**src/rtl/boot_rom_arb_pkg.sv**
```systemverilog
// =============================================================================
// boot_rom_arb_pkg : shared constants and helpers for the boot ROM arbiter
// Revision: 1.0
// =============================================================================
`default_nettype none

package boot_rom_arb_pkg;

   localparam logic [31:0] BOOT_ROM_ERR_DATA   = 32'h0;
   localparam int          BOOT_ROM_MAX_MASTER = 4;
   localparam int          BOOT_ROM_IDX_W      = $clog2(BOOT_ROM_MAX_MASTER);

   typedef logic [BOOT_ROM_IDX_W-1:0] master_idx_t;

   // Round-robin successor of a master index, wrapping at n.
   function automatic master_idx_t next_ptr(input master_idx_t idx, input int n);
      return (int'(idx) + 1 >= n) ? '0 : master_idx_t'(int'(idx) + 1);
   endfunction

endpackage

`default_nettype wire

```
**src/rtl/boot_rom_arbiter_if.sv**
```systemverilog
// =============================================================================
// boot_rom_arbiter_if : master-side request/response bus of the boot ROM arbiter
// Revision: 1.0
// =============================================================================
`default_nettype none

interface boot_rom_arbiter_if #(
   parameter int N_MASTER = 2
);
   logic [N_MASTER-1:0]        req_i;
   logic [N_MASTER-1:0][31:0]  add_i;
   logic [N_MASTER-1:0]        wen_i;
   logic [N_MASTER-1:0]        gnt_o;
   logic [N_MASTER-1:0]        r_valid_o;
   logic [31:0]                r_rdata_o;
   logic                       r_opc_o;

   modport master (
      output req_i, add_i, wen_i,
      input  gnt_o, r_valid_o, r_rdata_o, r_opc_o
   );

   modport slave (
      input  req_i, add_i, wen_i,
      output gnt_o, r_valid_o, r_rdata_o, r_opc_o
   );
endinterface

`default_nettype wire

```
**src/rtl/boot_rom_rr_arb.sv**
```systemverilog
// =============================================================================
// boot_rom_rr_arb : round-robin selector, first requester at or after pointer
// Revision: 1.0
// =============================================================================
`default_nettype none

module boot_rom_rr_arb
   import boot_rom_arb_pkg::*;
#(
   parameter int N_MASTER = 2
) (
   input  logic [N_MASTER-1:0] req,
   input  master_idx_t         pointer,
   output logic [N_MASTER-1:0] grant,
   output master_idx_t         index
);

   logic w_found;

   // First pass covers indices at/after the pointer, second pass wraps to 0.
   always_comb begin
      grant   = '0;
      index   = '0;
      w_found = 1'b0;
      for (int i = 0; i < N_MASTER; i++) begin
         if (!w_found && req[i] && (i >= int'(pointer))) begin
            grant[i] = 1'b1;
            index    = master_idx_t'(i);
            w_found  = 1'b1;
         end
      end
      for (int i = 0; i < N_MASTER; i++) begin
         if (!w_found && req[i]) begin
            grant[i] = 1'b1;
            index    = master_idx_t'(i);
            w_found  = 1'b1;
         end
      end
   end

endmodule

`default_nettype wire

```
**src/rtl/boot_rom_arbiter.sv**
```systemverilog
// =============================================================================
// boot_rom_arbiter : round-robin shared boot ROM port, 1 access/cycle, latency 1
// Optional macro BOOT_ROM_LOCK_EN adds lock_i and a sticky lock flag.
// Revision: 1.0
// =============================================================================
`default_nettype none

module boot_rom_arbiter
   import boot_rom_arb_pkg::*;
#(
   parameter int ROM_ADDR_WIDTH = 13,
   parameter int N_MASTER       = 2
) (
   input  logic                      clk_i,
   input  logic                      rst_ni,
`ifdef BOOT_ROM_LOCK_EN
   input  logic                      lock_i,
`endif
   boot_rom_arbiter_if.slave         bus,
   output logic                      rom_csn_o,
   output logic [ROM_ADDR_WIDTH-3:0] rom_add_o,
   input  logic [31:0]               rom_rdata_i
);

   logic [N_MASTER-1:0]       w_req;
   logic [N_MASTER-1:0]       w_gnt;
   master_idx_t               w_idx;
   logic                      w_any;
   logic [31:0]               w_add;
   logic                      w_is_write;
   logic                      w_lock_err;
   logic                      w_err;
   logic                      w_rom_acc;
   logic                      w_resp;
   logic                      w_unused;

   master_idx_t               r_ptr;
   logic [N_MASTER-1:0]       r_valid;
   logic                      r_err;
   logic [ROM_ADDR_WIDTH-3:0] r_rom_add;

   // Nothing is granted while reset is held, so the ROM stays deselected.
   assign w_req = bus.req_i & {N_MASTER{rst_ni}};
   assign w_any = |w_req;

   boot_rom_rr_arb #(
      .N_MASTER (N_MASTER)
   ) u_rr_arb (
      .req     (w_req),
      .pointer (r_ptr),
      .grant   (w_gnt),
      .index   (w_idx)
   );

   always_comb begin
      w_add = '0;
      for (int i = 0; i < N_MASTER; i++) begin
         if (w_gnt[i]) w_add = bus.add_i[i];
      end
   end

   assign w_is_write = |(w_gnt & ~bus.wen_i);
   assign w_unused   = ^{w_add[31:ROM_ADDR_WIDTH], w_add[1:0]};

`ifdef BOOT_ROM_LOCK_EN
   logic r_lock;

   always_ff @(posedge clk_i or negedge rst_ni) begin
      if (!rst_ni)     r_lock <= 1'b0;
      else if (lock_i) r_lock <= 1'b1;
   end

   // Master 0 keeps ROM access after lock; everyone else gets an error.
   assign w_lock_err = r_lock & ~w_gnt[0];
`else
   assign w_lock_err = 1'b0;
`endif

   assign w_err     = w_is_write | w_lock_err;
   assign w_rom_acc = w_any & ~w_err;

   assign rom_csn_o = ~w_rom_acc;
   assign rom_add_o = w_rom_acc ? w_add[ROM_ADDR_WIDTH-1:2] : r_rom_add;

   always_ff @(posedge clk_i or negedge rst_ni) begin
      if (!rst_ni) begin
         r_ptr     <= '0;
         r_valid   <= '0;
         r_err     <= 1'b0;
         r_rom_add <= '0;
      end else begin
         r_valid <= w_gnt;
         r_err   <= w_any & w_err;
         if (w_any)     r_ptr     <= next_ptr(w_idx, N_MASTER);
         if (w_rom_acc) r_rom_add <= w_add[ROM_ADDR_WIDTH-1:2];
      end
   end

   assign w_resp        = |r_valid;
   assign bus.gnt_o     = w_gnt;
   assign bus.r_valid_o = r_valid;
   assign bus.r_opc_o   = w_resp & r_err;
   assign bus.r_rdata_o = !w_resp ? 32'h0 : (r_err ? BOOT_ROM_ERR_DATA : rom_rdata_i);

endmodule

`default_nettype wire

```
**src/flat_wrapper.sv**
```systemverilog
// flat-port wrapper written by rule: the top's interface ports become plain ports
module boot_rom_arbiter_flat import boot_rom_arb_pkg::*;
#(
   parameter int ROM_ADDR_WIDTH = 13,
   parameter int N_MASTER       = 2
)
  (clk_i, rst_ni, rom_csn_o, rom_add_o, rom_rdata_i, bus_req_i, bus_add_i, bus_wen_i, bus_gnt_o, bus_r_valid_o, bus_r_rdata_o, bus_r_opc_o);
  boot_rom_arbiter_if #(.N_MASTER(N_MASTER)) bus_i ();
  input  logic clk_i;
  input  logic rst_ni;
  output logic rom_csn_o;
  output logic [ROM_ADDR_WIDTH-3:0] rom_add_o;
  input  logic [31:0] rom_rdata_i;
  input wire logic [$bits(bus_i.req_i)-1:0] bus_req_i;
  input wire logic [$bits(bus_i.add_i)-1:0] bus_add_i;
  input wire logic [$bits(bus_i.wen_i)-1:0] bus_wen_i;
  output wire logic [$bits(bus_i.gnt_o)-1:0] bus_gnt_o;
  output wire logic [$bits(bus_i.r_valid_o)-1:0] bus_r_valid_o;
  output wire logic [$bits(bus_i.r_rdata_o)-1:0] bus_r_rdata_o;
  output wire logic [$bits(bus_i.r_opc_o)-1:0] bus_r_opc_o;
  assign bus_i.req_i = bus_req_i;
  assign bus_i.add_i = bus_add_i;
  assign bus_i.wen_i = bus_wen_i;
  assign bus_gnt_o = bus_i.gnt_o;
  assign bus_r_valid_o = bus_i.r_valid_o;
  assign bus_r_rdata_o = bus_i.r_rdata_o;
  assign bus_r_opc_o = bus_i.r_opc_o;
  boot_rom_arbiter #(.ROM_ADDR_WIDTH(ROM_ADDR_WIDTH), .N_MASTER(N_MASTER)) u_core (.clk_i(clk_i), .rst_ni(rst_ni), .bus(bus_i), .rom_csn_o(rom_csn_o), .rom_add_o(rom_add_o), .rom_rdata_i(rom_rdata_i));
endmodule
```
**config.mk**
```make
export PLATFORM = sky130hd
export DESIGN_NAME = boot_rom_arbiter_flat
export DESIGN_NICKNAME = d
export VERILOG_FILES = /design/src/rtl/boot_rom_arb_pkg.sv /design/src/rtl/boot_rom_arbiter_if.sv /design/src/rtl/boot_rom_rr_arb.sv /design/src/rtl/boot_rom_arbiter.sv /design/src/flat_wrapper.sv
export SDC_FILE = /design/constraint.sdc
export NUM_CORES = 1
export LEC_CHECK = 0
export ABC_AREA = 1
export BUFFER_PORTS_ARGS = -buffer_cell sky130_fd_sc_hd__buf_2
export CAP_MARGIN = 20
export CORE_UTILIZATION = 35
export CTS_BUF_LIST = sky130_fd_sc_hd__clkbuf_2 sky130_fd_sc_hd__clkbuf_4 sky130_fd_sc_hd__clkbuf_8
export CTS_CLUSTER_SIZE = 25
export DETAILED_ROUTE_END_ITERATION = 16
export PLACE_DENSITY_LB_ADDON = 0.1
export SYNTH_ARGS = -nofsm -noshare
export SYNTH_HDL_FRONTEND = slang
export SYNTH_HIERARCHICAL = 1
export SYNTH_SLANG_ARGS = --single-unit
```
**constraint.sdc**
```tcl
create_clock -name clk_i -period 2.5 [get_ports clk_i]
set_input_delay 0.25 -clock clk_i [delete_from_list [all_inputs] [get_ports clk_i]]
set_output_delay 0.25 -clock clk_i [all_outputs]
set_load 0.02 [all_outputs]
```
* Word-level counts from Yosys, hierarchy flattened
Index checks and enable logic that the tools add are counted.
Cells by class: $lt $le $gt $ge 3, reductions and logical operators 11, $add $sub $neg 1, bitwise logic cells 8, mux-type cells 15
Operators by type and width (number):
- two-way mux 32 bit | 2
- greater-or-equal comparator 32 x 3 -> 1 bit, second input constant | 1
- two-way mux 13 bit | 2
- two-way mux 11 bit | 1
- two-way mux 1 bit | 7
- two-way mux 2 bit | 3
- OR reduction 2 bit | 3
- logical AND 1 bit | 5
- AND 2 bit | 2
- greater-or-equal comparator 1 x 2 -> 1 bit, first input constant | 2
- adder 2 x 1 -> 3 bit, second input constant | 1
- AND 1 bit | 3
- logical NOT 1 bit | 3
- inverter 1 bit | 2
- inverter 2 bit | 1
Word-level totals: register bits after elaboration 16, input port bits 102, output and inout bits 49, word-level logic and storage cells 42

* Longest topological paths before layout
Gate-level depths: netlist of run 1.
word-level depth 18, depth in mapped cells 11

* Modules after synthesis
Netlist of run 1, hierarchy kept.
By module, submodules not included:
- boot_rom_arbiter | area an instance 1126.1 um2, sequential area each 400.4 um2, instances 1, cells an instance 187
- boot_rom_rr_arb | area an instance 46.3 um2, sequential area each 0.0 um2, instances 1, cells an instance 10

* Least setup slack after synthesis of run 1
OpenSTA, ideal clock, no wires.
path type register to output, from register u_core.r_ptr[1], to output port rom_add_o[0], data required time 2250 ps, path slack 593 ps, cell stages (with the launch flop) 9, arrival time 1657 ps, cells stage by stage dfrtp_1 inv_1 nand2_2 a21oi_1 buf_2 nand2_1 nand2_1 nand2_1 nand2_1
On the way: word-level cells in the longest chain between the ends 18, elaborated cells between the ends (all ways) 23
Ends and longest elaborated chain:
- from (decl) | line boot_rom_arbiter.sv:37 | master_idx_t r_ptr;
- from (signal assigned) | line boot_rom_arbiter.sv:94 | if (w_any) r_ptr <= next_ptr(w_idx, N_MASTER);
- greater-or-equal comparator 1 x 2 -> 1 bit | line boot_rom_rr_arb.sv:26 | if (!w_found && req[i] && (i >= int'(pointer))) begin
- logical AND 1 bit | line boot_rom_rr_arb.sv:26
- two-way mux 1 bit | line boot_rom_rr_arb.sv:26
- logical NOT 1 bit | line boot_rom_rr_arb.sv:26
- logical AND 1 bit (2 in a row) | line boot_rom_rr_arb.sv:26
- two-way mux 1 bit | line boot_rom_rr_arb.sv:26
- logical NOT 1 bit | line boot_rom_rr_arb.sv:33 | if (!w_found && req[i]) begin
- logical AND 1 bit | line boot_rom_rr_arb.sv:33
- (+2 left out)
- logical AND 1 bit | line boot_rom_rr_arb.sv:33
- two-way mux 1 bit * | line boot_rom_rr_arb.sv:33
- via bus_gnt_o[1] | line flat_wrapper.sv:17 | output wire logic [$bits(bus_i.gnt_o)-1:0] bus_gnt_o;
- AND 2 bit | line boot_rom_arbiter.sv:62 | assign w_is_write = |(w_gnt & ~bus.wen_i);
- OR reduction 2 bit | line boot_rom_arbiter.sv:62
- inverter 1 bit | line boot_rom_arbiter.sv:80 | assign w_rom_acc = w_any & ~w_err;
- AND 1 bit | line boot_rom_arbiter.sv:80
- two-way mux 11 bit * | line boot_rom_arbiter.sv:83 | assign rom_add_o = w_rom_acc ? w_add[ROM_ADDR_WIDTH-1:2] : r_rom_add;
- to (decl) | line flat_wrapper.sv:12 | output logic [ROM_ADDR_WIDTH-3:0] rom_add_o;
The timed path passes the listed nets; every way through them passes the cells marked *.

* Final worst setup path of run 1
from input port rst_ni, to output port rom_add_o[7]
On the way: word-level cells in the longest chain between the ends 18, elaborated cells between the ends (all ways) 23
Ends and longest elaborated chain:
- from (decl) | line flat_wrapper.sv:10 | input logic rst_ni;
- AND 2 bit * | line boot_rom_arbiter.sv:43 | assign w_req = bus.req_i & {N_MASTER{rst_ni}};
- via u_core.w_req[0] | line boot_rom_arbiter.sv:25 | logic [N_MASTER-1:0] w_req;
- logical AND 1 bit | line boot_rom_rr_arb.sv:26
- two-way mux 1 bit | line boot_rom_rr_arb.sv:26
- logical NOT 1 bit | line boot_rom_rr_arb.sv:26
- logical AND 1 bit (2 in a row) | line boot_rom_rr_arb.sv:26
- two-way mux 1 bit | line boot_rom_rr_arb.sv:26
- logical NOT 1 bit | line boot_rom_rr_arb.sv:33
- (+2 left out)
- logical NOT 1 bit | line boot_rom_rr_arb.sv:33
- logical AND 1 bit | line boot_rom_rr_arb.sv:33
- two-way mux 1 bit | line boot_rom_rr_arb.sv:33
- AND 2 bit | line boot_rom_arbiter.sv:62
- OR reduction 2 bit | line boot_rom_arbiter.sv:62
- inverter 1 bit | line boot_rom_arbiter.sv:80
- AND 1 bit | line boot_rom_arbiter.sv:80
- two-way mux 11 bit * | line boot_rom_arbiter.sv:83
Marks and branches as above.

==> reports/results.tsv, run 1 <==
stage	metric	value	unit
worst_hold_path	Hold Path Class	in2reg	
logic_synthesis	Yosys top cell area share	34.2	%
timing	RSZ-0062 raised after global routing	no	
clock_tree	clock sink count	16	
clock_tree	Clock Pin Slew Worst Setup and Hold Paths	90	ps
worst_setup_path	CP startpoint kind	input port	
global_route	GRT Total Usage	18.8	%
finish	Layout Nets	407	
power_and_ir_drop	leak pwr	1.21	nW
logic_synthesis	leading area contributor after synthesis	dfrtp_1	
routing	routed wire length	3.48	mm
worst_setup_path	Register-to-Register Path Depth	9	
placement	dpl hpwl	2.77	mm
logic_synthesis	Syn Inst Count	197	
logic_synthesis	Yosys reg bits	16	
logic_synthesis	Post-Syn Area per Cell	5.95	sq um
run_status	status	finished, final reports clean	
global_route	vias in the first global route	1172	
worst_setup_path	CP arrival	2070	ps
worst_hold_path	hold-critical path depth	5	
clock_tree	clock root cell	clkbuf_4	
clock_tree	H-tree depth	1	
clock_tree	CTS tree	built	
floorplanning	core footprint	3100	sq um
clock_tree	Max clock buf depth	2	
floorplanning	Die ar.	3590	sq um
worst_setup_path	Worst setup EP type	output pin	
placement	IO Port Bufs	108	
logic_synthesis	synth top area cells	dfrtp_1 (34%), nand2_1 (32%), nor2_1 (11%), nand3_1 (5.1%), inv_1 (3.2%)	
worst_setup_path	worst path cell trace	dlygate4sd3_1 -> buf_2 -> nand2_1 -> inv_1 -> nand2_1 -> nand2_1 -> nand2_1 -> nand2_1 -> nor2_4 -> nand2_1 -> nand2_1 -> buf_2	
logic_synthesis	Post-Syn Area	1170	sq um
logic_synthesis	unique cell type count in the Yosys netlist	17	
power_and_ir_drop	Max IR drop VDD	0.000317	V
floorplanning	die height	59.9	um
worst_setup_path	CP Data Required Time	2250	ps
routing	TritonRoute pass-1 iters	4	
timing	max_slew headroom	66.7	%
finish	final instance area	1760	sq um
clock_tree	number of buffers created by CTS	3	
global_route	initial antenna violation count	0	
timing	Final Max Slew Viols	0	
timing	period utilization	92.8	%
logic_synthesis	Yosys warning count	6	
routing	Detail Route Antenna Nets	0	
finish	Area Overhead vs Synth	50.2	%
logic_synthesis	Net Count, Synth	301	
routing	post-detailed-route DRC marker count	0	
floorplanning	DIE WIDTH	59.9	um
finish	fraction of layout cells with a size suffix above 1	40.9	%
timing	f_max	431	MHz
global_route	largest net degree at the start of global routing	34	
global_route	first-pass GRT wire length	4.99	mm
timing	Final Hold Fails	0	
timing	skew final	1.01	ps
floorplanning	IO Pins	151	
clock_tree	Worst-Skew Late Latency	270	ps
routing	Via density	4.32	
worst_setup_path	critical path fanouts, max	11	
routing	DR iter-0 viols	78	
worst_setup_path	slowest CP cell	dlygate4sd3_1	
global_route	gr ovfl total	0	
timing	Slew @ Worst Pin	499	ps
logic_synthesis	post-synthesis sequential area ratio	34.2	%
timing	Tmin final	2320	ps
clock_tree	postcts setup bufs	0	
placement	gpl congestion	0.728	
worst_setup_path	critical path buffer and inverter count	4	
routing	WL/cell	10.1	um
job	maxcap violations	0	
power_and_ir_drop	P per Cell Area	473	nW/um^2
worst_setup_path	number of cells on the critical path	12	
routing	vias	1492	
worst_setup_path	crit-path most repeated cell	nand2_1	
worst_setup_path	crit-path max cell delay	540	ps
floorplanning	row cnt	20	
floorplanning	starting density of the core	37.8	%
worst_setup_path	Top delay family on crit path	buffers and inverters	
worst_setup_path	crit path kind	in2out	
timing	final setup fails	0	
placement	Cell Area, Placed	1720	sq um
finish	antenna cells	0	
timing	setup TNS	0	ps
finish	# fillers	337	
-- placed cells by master, fill, tap and decap left out, types with 2 or more instances in the layout --
| master | instances |
|---|---|
| buf_2 | 108 |
| nand2_1 | 100 |
| nor2_1 | 33 |
| dfrtp_1 | 16 |
| nand3_1 | 12 |
| inv_1 | 10 |
| clkbuf_4 | 3 |
| buf_4 | 3 |
| nand2_2 | 3 |
| inv_2 | 2 |
| ha_1 | 2 |
-- path summary, 6_finish.rpt --
| kind | from | end | slack [ps] |
|---|---|---|---|
| worst max-delay path | rst_ni | rom_add_o[7] | 180 |
| worst min-delay path | bus_add_i[43] | u_core/r_rom_add[9] | 280 |
| worst max register to register | u_core/r_ptr[1] | u_core/r_rom_add[8] | 1120 |
| worst min register to register | u_core/r_rom_add[0] | u_core/r_rom_add[0] | 470 |
| max in group asynchronous | rst_ni | u_core/r_ptr[1] | 1820 |
| min in group asynchronous | rst_ni | u_core/r_rom_add[5] | 500 |
-- cell families after synthesis --
kind of cell | after synthesis | synth area share (%)
compound gates | 3 | 1.28
fa+ha+maj | 2 | 2.13
simple gates | 151 | 51.2
buf+inv | 24 | 10.9
flops | 16 | 34.2
other cells | 1 | 0.320
-- per-layer routing --
layer / vias up / GRT usage (%) / share of wire [%]
met1: 634 / 20.1 / 40
met3: 2 / 3.25 / 7.9
met2: 63 / 36.2 / 51
met5: - / 0 / 0
met4: 0 / 6.98 / 0.55
li1: 793 / - / -
-- worst min-delay path, cell delays in order --
cell and delay [ps]:
buf_2 70, nand2_1 40, nand2_1 50, nand2_1 50, nand2_1 60
-- stage by stage --
stage          total power, mW  instances  hold WS [ps]  worst slack [ps]  util, %
3_3_place_gp             0.705        341           252               671     55.3
5_1_grt                  0.903        345           273              6.64     56.7
3_5_place_dp             0.707        341           251               638     55.3
4_1_cts                  0.842        345           269              55.4     56.3
2_1_floorplan            0.569        197         -45.6               593        -
6_report                 0.833        345           277               179     56.7
-- cells in the mapped netlist, drive strengths merged --
cell / number
nor2: 34
inv: 12
buf: 12
o21ai: 1
dfrtp: 16
nand3: 13
or2: 1
conb: 1
nand2: 103
a21oi: 2
ha: 2
-- power by group --
| part | switching, mW | total, mW | internal (mW) |
|---|---|---|---|
| clock | 0.0735 | 0.129 | 0.0558 |
| combinational | 0.262 | 0.403 | 0.141 |
| sequential | 0.00969 | 0.301 | 0.291 |
-- state kept, by name, indices dropped and copies added, names as in the netlist --
signal                flops
u_core/r_err              1
u_core/bus.r_valid_o      2
u_core/r_rom_add         11
u_core/r_ptr              2
-- area by class of cell --
cell class                      instances  area [sq um]  share of cell area, %
Multi-Input combinational cell        157           653                   37.1
Timing Repair Buffer                  113           584                   33.2
Sequential cell                        16           400                   22.7
Tap cell                               44          55.1                   3.13
Inverter                               12          45.0                   2.56
Clock buffer                            3          22.5                   1.28
-- repair_timing --
| item | CTS | global route |
|---|---|---|
| hold endpoints to repair | 16 | 0 |
| setup endpoints to repair | 0 | 11 |
| resized for setup | 0 | 3 |
| hold buffers | 1 | 0 |
Power figures use the tool's default switching activity.
==> inputs of run 2 (changes only) <==
CORE_MARGIN = 3   (was unset)
==> reports/results.tsv, run 2 (same netlist as run 1, synthesis figures left out) <==
stage	metric	value	unit	change
routing	Via density	4.36		+0.85%
timing	Final Worst Setup Slack	147	ps	-31.5 ps
floorplanning	Die ar.	4080	sq um	+14%
finish	most frequent cells in the layout	buf_2 (108), nand2_1 (100), nor2_1 (33), dfrtp_1 (16), nand3_1 (12)		
clock_tree	postcts setup bufs	0		unchanged
worst_setup_path	crit-path most repeated cell	nand2_1		
placement	placed insts	341		unchanged
routing	Detail Route Antenna Nets	0		unchanged
finish	Largest Register	u_core/r_rom_add		
worst_setup_path	worst path cell trace	dlygate4sd3_1 -> buf_2 -> nand2_1 -> inv_1 -> nand2_1 -> nand2_1 -> nand2_1 -> nand2_1 -> nor2_4 -> nand2_1 -> nand2_1 -> buf_2		
finish	antenna cells	0		unchanged
floorplanning	IO Pins	151		unchanged
routing	TritonRoute pass-1 iters	4		unchanged
worst_setup_path	crit-path max cell delay	540	ps	about the same
power_and_ir_drop	leak pwr	1.22	nW	+0.59%
worst_hold_path	HP Start	bus_add_i[36]		
finish	max reg flops	11		unchanged
timing	Tmin final	2350	ps	+31.5 ps
clock_tree	number of buffers created by CTS	3		unchanged
worst_setup_path	Register-to-Register Path Depth	9		unchanged
global_route	vias in the first global route	1266		+8.0%
worst_hold_path	Hold Path Class	in2reg		
finish	Area Overhead vs Synth	51.3	%	
worst_setup_path	reg-to-reg setup timing slack	1110	ps	about the same
floorplanning	DIE WIDTH	63.9	um	+6.7%
worst_setup_path	CP Data Required Time	2250	ps	about the same
finish	Post-Layout Cell Count	346		+0.29%
clock_tree	clock sink count	16		unchanged
timing	f_max	425	MHz	-1.3%
worst_setup_path	Worst setup EP type	output pin		
clock_tree	H-tree depth	1		unchanged
floorplanning	starting density of the core	37.5	%	-0.30 points
worst_setup_path	Crit Reg-Reg Startpoint	u_core/r_ptr[1]		
floorplanning	row cnt	20		unchanged
worst_setup_path	number of cells on the critical path	12		unchanged
routing	vias	1509		+1.1%
global_route	initial antenna violation count	0		unchanged
timing	setup TNS	0	ps	unchanged
routing	routed wire length	3.60	mm	+3.6%
power_and_ir_drop	P per Cell Area	491	nW/um^2	+3.8%
worst_setup_path	Top delay family on crit path	buffers and inverters		
clock_tree	Worst-Skew Late Latency	280	ps	about the same
global_route	gr ovfl total	0		unchanged
job	maxcap violations	0		unchanged
timing	skew final	4.06	ps	+3.05 ps
worst_setup_path	critical path buffer and inverter count	4		unchanged
timing	Final Hold Fails	0		unchanged
placement	worst slack at placement	643	ps	+4.90 ps
clock_tree	clock root cell	clkbuf_4		
finish	leading cell type in the layout, fill and taps excluded	buf_2		
global_route	largest net degree at the start of global routing	34		unchanged
clock_tree	Max clock buf depth	2		unchanged
clock_tree	CTS tree	built		
floorplanning	die height	63.9	um	+6.7%
worst_setup_path	critical path fanouts, max	11		unchanged
finish	# fillers	321		-4.7%
global_route	GRT Total Usage	17.3	%	-1.5 points
clock_tree	Clock Pin Slew Worst Setup and Hold Paths	90	ps	about the same
placement	dpl hpwl	2.81	mm	+1.6%
worst_setup_path	crit path kind	in2out		
worst_setup_path	Worst Setup SP	rst_ni		
worst_setup_path	crit path to	rom_add_o[3]		
routing	WL/cell	10.4	um	+3.3%
timing	period utilization	94.1	%	+1.3 points
timing	final setup fails	0		unchanged
routing	DR iter-0 viols	54		-31%
worst_setup_path	CP arrival	2100	ps	+30 ps
placement	IO Port Bufs	108		unchanged
worst_setup_path	CP startpoint kind	input port		
floorplanning	core footprint	3130	sq um	+0.81%
worst_setup_path	reg-to-reg critical path endpoint	u_core/r_rom_add[3]		
run_status	status	finished, final reports clean		
finish	fraction of layout cells with a size suffix above 1	41.1	%	+0.20 points
power_and_ir_drop	Max IR drop VDD	0.000314	V	-0.81%
finish	Layout Nets	407		unchanged
worst_setup_path	slowest CP cell	dlygate4sd3_1		
global_route	first-pass GRT wire length	5.77	mm	+16%
placement	gpl congestion	0.800		+9.9%
routing	post-detailed-route DRC marker count	0		unchanged
timing	Final Max Slew Viols	0		unchanged
## run 2: report_power, final
part / internal, mW / switching, mW
Sequential: 0.291 / 0.0108
Combinational: 0.141 / 0.264
Clock: 0.0885 / 0.0762
## run 2: how the worst min path moves through the flow
stage / to / slack (ps) / depth (start not counted)
2_1_floorplan: u_core/bus.r_valid_o[0] / -50 / 0
3_3_place_gp: u_core/r_rom_add[9] / 280 / 2
3_5_place_dp: u_core/r_err / 280 / 2
4_1_cts: u_core/r_rom_add[2] / 260 / 5
5_1_grt: u_core/r_rom_add[10] / 300 / 5
6_report: u_core/r_rom_add[2] / 270 / 5
## run 2: routing by layer
metal / routed length (um) / track usage, %
met5: 0 / 0
met1: 1440 / 21.5
met3: 420 / 4.57
met2: 1710 / 29.2
met4: 21 / 4.85
## run 2: through the flow
stage | util, % | instance area (sq um) | total power [mW] | hold slack [ps]
5_1_grt | 56.7 | 1770 | 0.939 | 299
6_report | 56.7 | 1770 | 0.872 | 272
3_5_place_dp | 54.8 | 1720 | 0.709 | 280
2_1_floorplan | - | 1170 | 0.569 | -45.6
3_3_place_gp | 54.8 | 1720 | 0.708 | 278
4_1_cts | 56.3 | 1760 | 0.878 | 265
## run 2: worst min-delay path, stage by stage
cell	delay, ps
buf_2	70
nand2_1	40
nand2_1	50
nand2_1	50
nand2_1	60
## run 2: what timing repair did
item                                    CTS  global route
hold buffers                              1             0
endpoints found under the hold margin    16             0
gates resized for setup                   0             3
endpoints found under the setup margin    0            11
## run 2: area by class of cell
type                            instances  area, sq um  share of cell area [%]
Multi-Input combinational cell        157          653                    36.8
Inverter                               12         45.0                    2.54
Timing Repair Buffer                  113          584                    32.9
Sequential cell                        16          400                    22.6
Clock buffer                            4         36.3                    2.05
Tap cell                               44         55.1                    3.10
==> inputs of run 3 (changes only) <==
CORE_UTILIZATION = 30   (was 35)
clock period = 2.05 ns   (was 2.5 ns; I/O delays follow)
==> reports/results.tsv, run 3 (same netlist as run 1, synthesis figures left out) <==
stage	metric	value	unit	change
worst_setup_path	slowest CP cell	dfrtp_1		
global_route	GRT Total Usage	14.9	%	-2.4 points
finish	Layout Nets	413		+1.5%
worst_setup_path	CP Data Required Time	1850	ps	-400 ps
floorplanning	die height	68.5	um	+7.3%
clock_tree	clock root cell	clkbuf_8		
timing	final hold slack	270	ps	-2.25 ps
power_and_ir_drop	leak pwr	1.26	nW	+3.1%
routing	vias	1499		-0.66%
floorplanning	starting density of the core	31.5	%	-5.9 points
placement	dpl hpwl	2.95	mm	+4.8%
timing	f_max	529	MHz	
routing	DR iter-0 viols	36		-33%
floorplanning	core footprint	3720	sq um	+19%
power_and_ir_drop	Max IR drop VDD	0.000390	V	+24%
timing	skew final	1.99	ps	-2.07 ps
timing	final setup fails	0		unchanged
clock_tree	Clock Pin Slew Worst Setup and Hold Paths	60	ps	-30 ps
routing	WL/cell	10.4	um	-0.16%
power_and_ir_drop	Clock power frac	23.8	%	+4.9 points
global_route	first-pass GRT wire length	5.33	mm	-7.5%
worst_setup_path	Worst setup EP type	output pin		
clock_tree	clock sink count	16		unchanged
global_route	initial antenna violation count	0		unchanged
global_route	largest net degree at the start of global routing	34		unchanged
finish	most frequent cells in the layout	buf_2 (107), nand2_1 (99), nor2_1 (33), dfrtp_1 (16), nand3_1 (12)		
floorplanning	Die ar.	4690	sq um	+15%
routing	Detail Route Antenna Nets	0		unchanged
clock_tree	Max clock buf depth	2		unchanged
run_status	status	finished, final reports clean		
finish	leading cell type in the layout, fill and taps excluded	buf_2		
placement	worst slack at placement	150	ps	-493 ps
job	maxcap violations	0		unchanged
routing	post-detailed-route DRC marker count	0		unchanged
timing	Tmin final	1890	ps	
clock_tree	Worst-Skew Late Latency	240	ps	-40 ps
floorplanning	IO Pins	151		unchanged
worst_setup_path	worst path cell trace	inv_1 -> nand2_2 -> a21oi_4 -> nand2_2 -> nand2_2 -> nor2_2 -> buf_4 -> nand2_1 -> nand2_1 -> buf_4		
power_and_ir_drop	Design Power	1.15	mW	+32%
finish	antenna cells	0		unchanged
routing	routed wire length	3.70	mm	+2.7%
worst_setup_path	CP arrival	1680	ps	-420 ps
worst_setup_path	crit-path max cell delay	380	ps	-160 ps
finish	fraction of layout cells with a size suffix above 1	42.2	%	+1.1 points
power_and_ir_drop	Sw Ratio	38.2	%	-2.1 points
timing	period utilization	92.2	%	
timing	Final Max Slew Viols	0		unchanged
finish	Largest Register	u_core/r_rom_add		
power_and_ir_drop	cell internal pwr	0.709	mW	+36%
global_route	vias in the first global route	1222		-3.5%
floorplanning	row cnt	22		+10%
clock_tree	H-tree depth	1		unchanged
global_route	gr ovfl total	0		unchanged
worst_setup_path	crit-path most repeated cell	nand2_2		
timing	max_slew headroom	59.0	%	
worst_setup_path	critical path fanouts, max	7		-4
worst_setup_path	Top delay family on crit path	simple AND/OR/NAND/NOR gates		
finish	Area Overhead vs Synth	58.1	%	
clock_tree	CTS tree	built		
routing	TritonRoute pass-1 iters	4		unchanged
timing	Final Hold Fails	0		unchanged
power_and_ir_drop	P per Cell Area	619	nW/um^2	+26%
clock_tree	number of buffers created by CTS	3		unchanged
floorplanning	DIE WIDTH	68.5	um	+7.3%
routing	Via density	4.21		-3.5%
power_and_ir_drop	Logic pwr share	44.1	%	-2.3 points
finish	Post-Layout Cell Count	356		+2.9%
worst_setup_path	crit path kind	reg2out		
timing	Slew @ Worst Pin	613	ps	
finish	max reg flops	11		unchanged
placement	placed insts	349		+2.3%
placement	IO Port Bufs	108		unchanged
finish	# fillers	412		+28%
timing	Final Worst Setup Slack	160	ps	+13.2 ps
power_and_ir_drop	NetSw	0.438	mW	+25%
placement	gpl congestion	0.783		-2.1%
worst_hold_path	Hold Path Class	in2reg		
worst_setup_path	CP startpoint kind	register		
worst_setup_path	critical path buffer and inverter count	3		-1
power_and_ir_drop	sequential share of power	32.2	%	-2.5 points
run 3: stage by stage:
stage / setup TNS (ps) / cell area, sq um / utilization [%]
final: 0 / 1850 / 49.9
after CTS: 0 / 1830 / 49.2
after global routing: -28.4 / 1850 / 49.9
after detailed placement: 0 / 1750 / 47.1
after floorplan: 0 / 1170 / -
after global placement: 0 / 1750 / 47.1
run 3: worst register-to-register path: cells and delay by family (launching register included):
| kind | cells | cell delay, ps |
|---|---|---|
| AND/OR/NAND/NOR | 6 | 430 |
| flip-flops | 1 | 380 |
| buffers and inverters | 2 | 240 |
| AO/OA/AOI/OAI | 1 | 230 |
run 3: worst paths after layout:
| check | from | endpoint | slack (ps) | cells after the start |
|---|---|---|---|---|
| worst max-delay path | u_core/r_ptr[1] | rom_add_o[2] | 160 | 10 |
| worst min-delay path | bus_add_i[43] | u_core/r_rom_add[9] | 270 | 5 |
| worst max register to register | u_core/r_ptr[1] | u_core/r_rom_add[2] | 650 | 9 |
| worst min register to register | u_core/r_rom_add[10] | u_core/r_rom_add[10] | 470 | 2 |
| max in group asynchronous | rst_ni | u_core/r_ptr[0] | 990 | 3 |
| min in group asynchronous | rst_ni | u_core/r_rom_add[0] | 360 | 2 |
run 3: area by class of cell:
type / instances / area [sq um] / area share [%]
multi-input combinational: 157 / 658 / 35.5
sequential: 16 / 400 / 21.6
timing repair buffer: 119 / 634 / 34.2
clock buffer: 4 / 55.1 / 2.97
inverter: 12 / 45.0 / 2.43
tap: 48 / 60.1 / 3.24
run 3: power groups by stage:
stage               sequential, mW  clock (mW)  combinational, mW
detailed placement           0.375           0              0.498
floorplan                    0.376           0              0.318
finish                       0.369       0.273              0.505
global route                 0.374       0.296              0.567
CTS                          0.369       0.282              0.505
global placement             0.373           0              0.499
run 3: routing by layer:
| layer | routed length (um) | vias up | GRT usage, % |
|---|---|---|---|
| met4 | 17 | 0 | 4.96 |
| met2 | 1840 | 65 | 28.5 |
| met3 | 426 | 2 | 2.59 |
| li1 | - | 807 | - |
| met1 | 1420 | 625 | 16.3 |
| met5 | 0 | - | 0 |
run 3: what timing repair did:
| action | 4_1_cts | 5_1_grt |
|---|---|---|
| setup buffers | 0 | 1 |
| resized for setup | 1 | 4 |
| setup endpoints to repair | 11 | 11 |
| hold buffers | 2 | 0 |
| pin swaps | 0 | 1 |
| hold endpoints to repair | 16 | 0 |
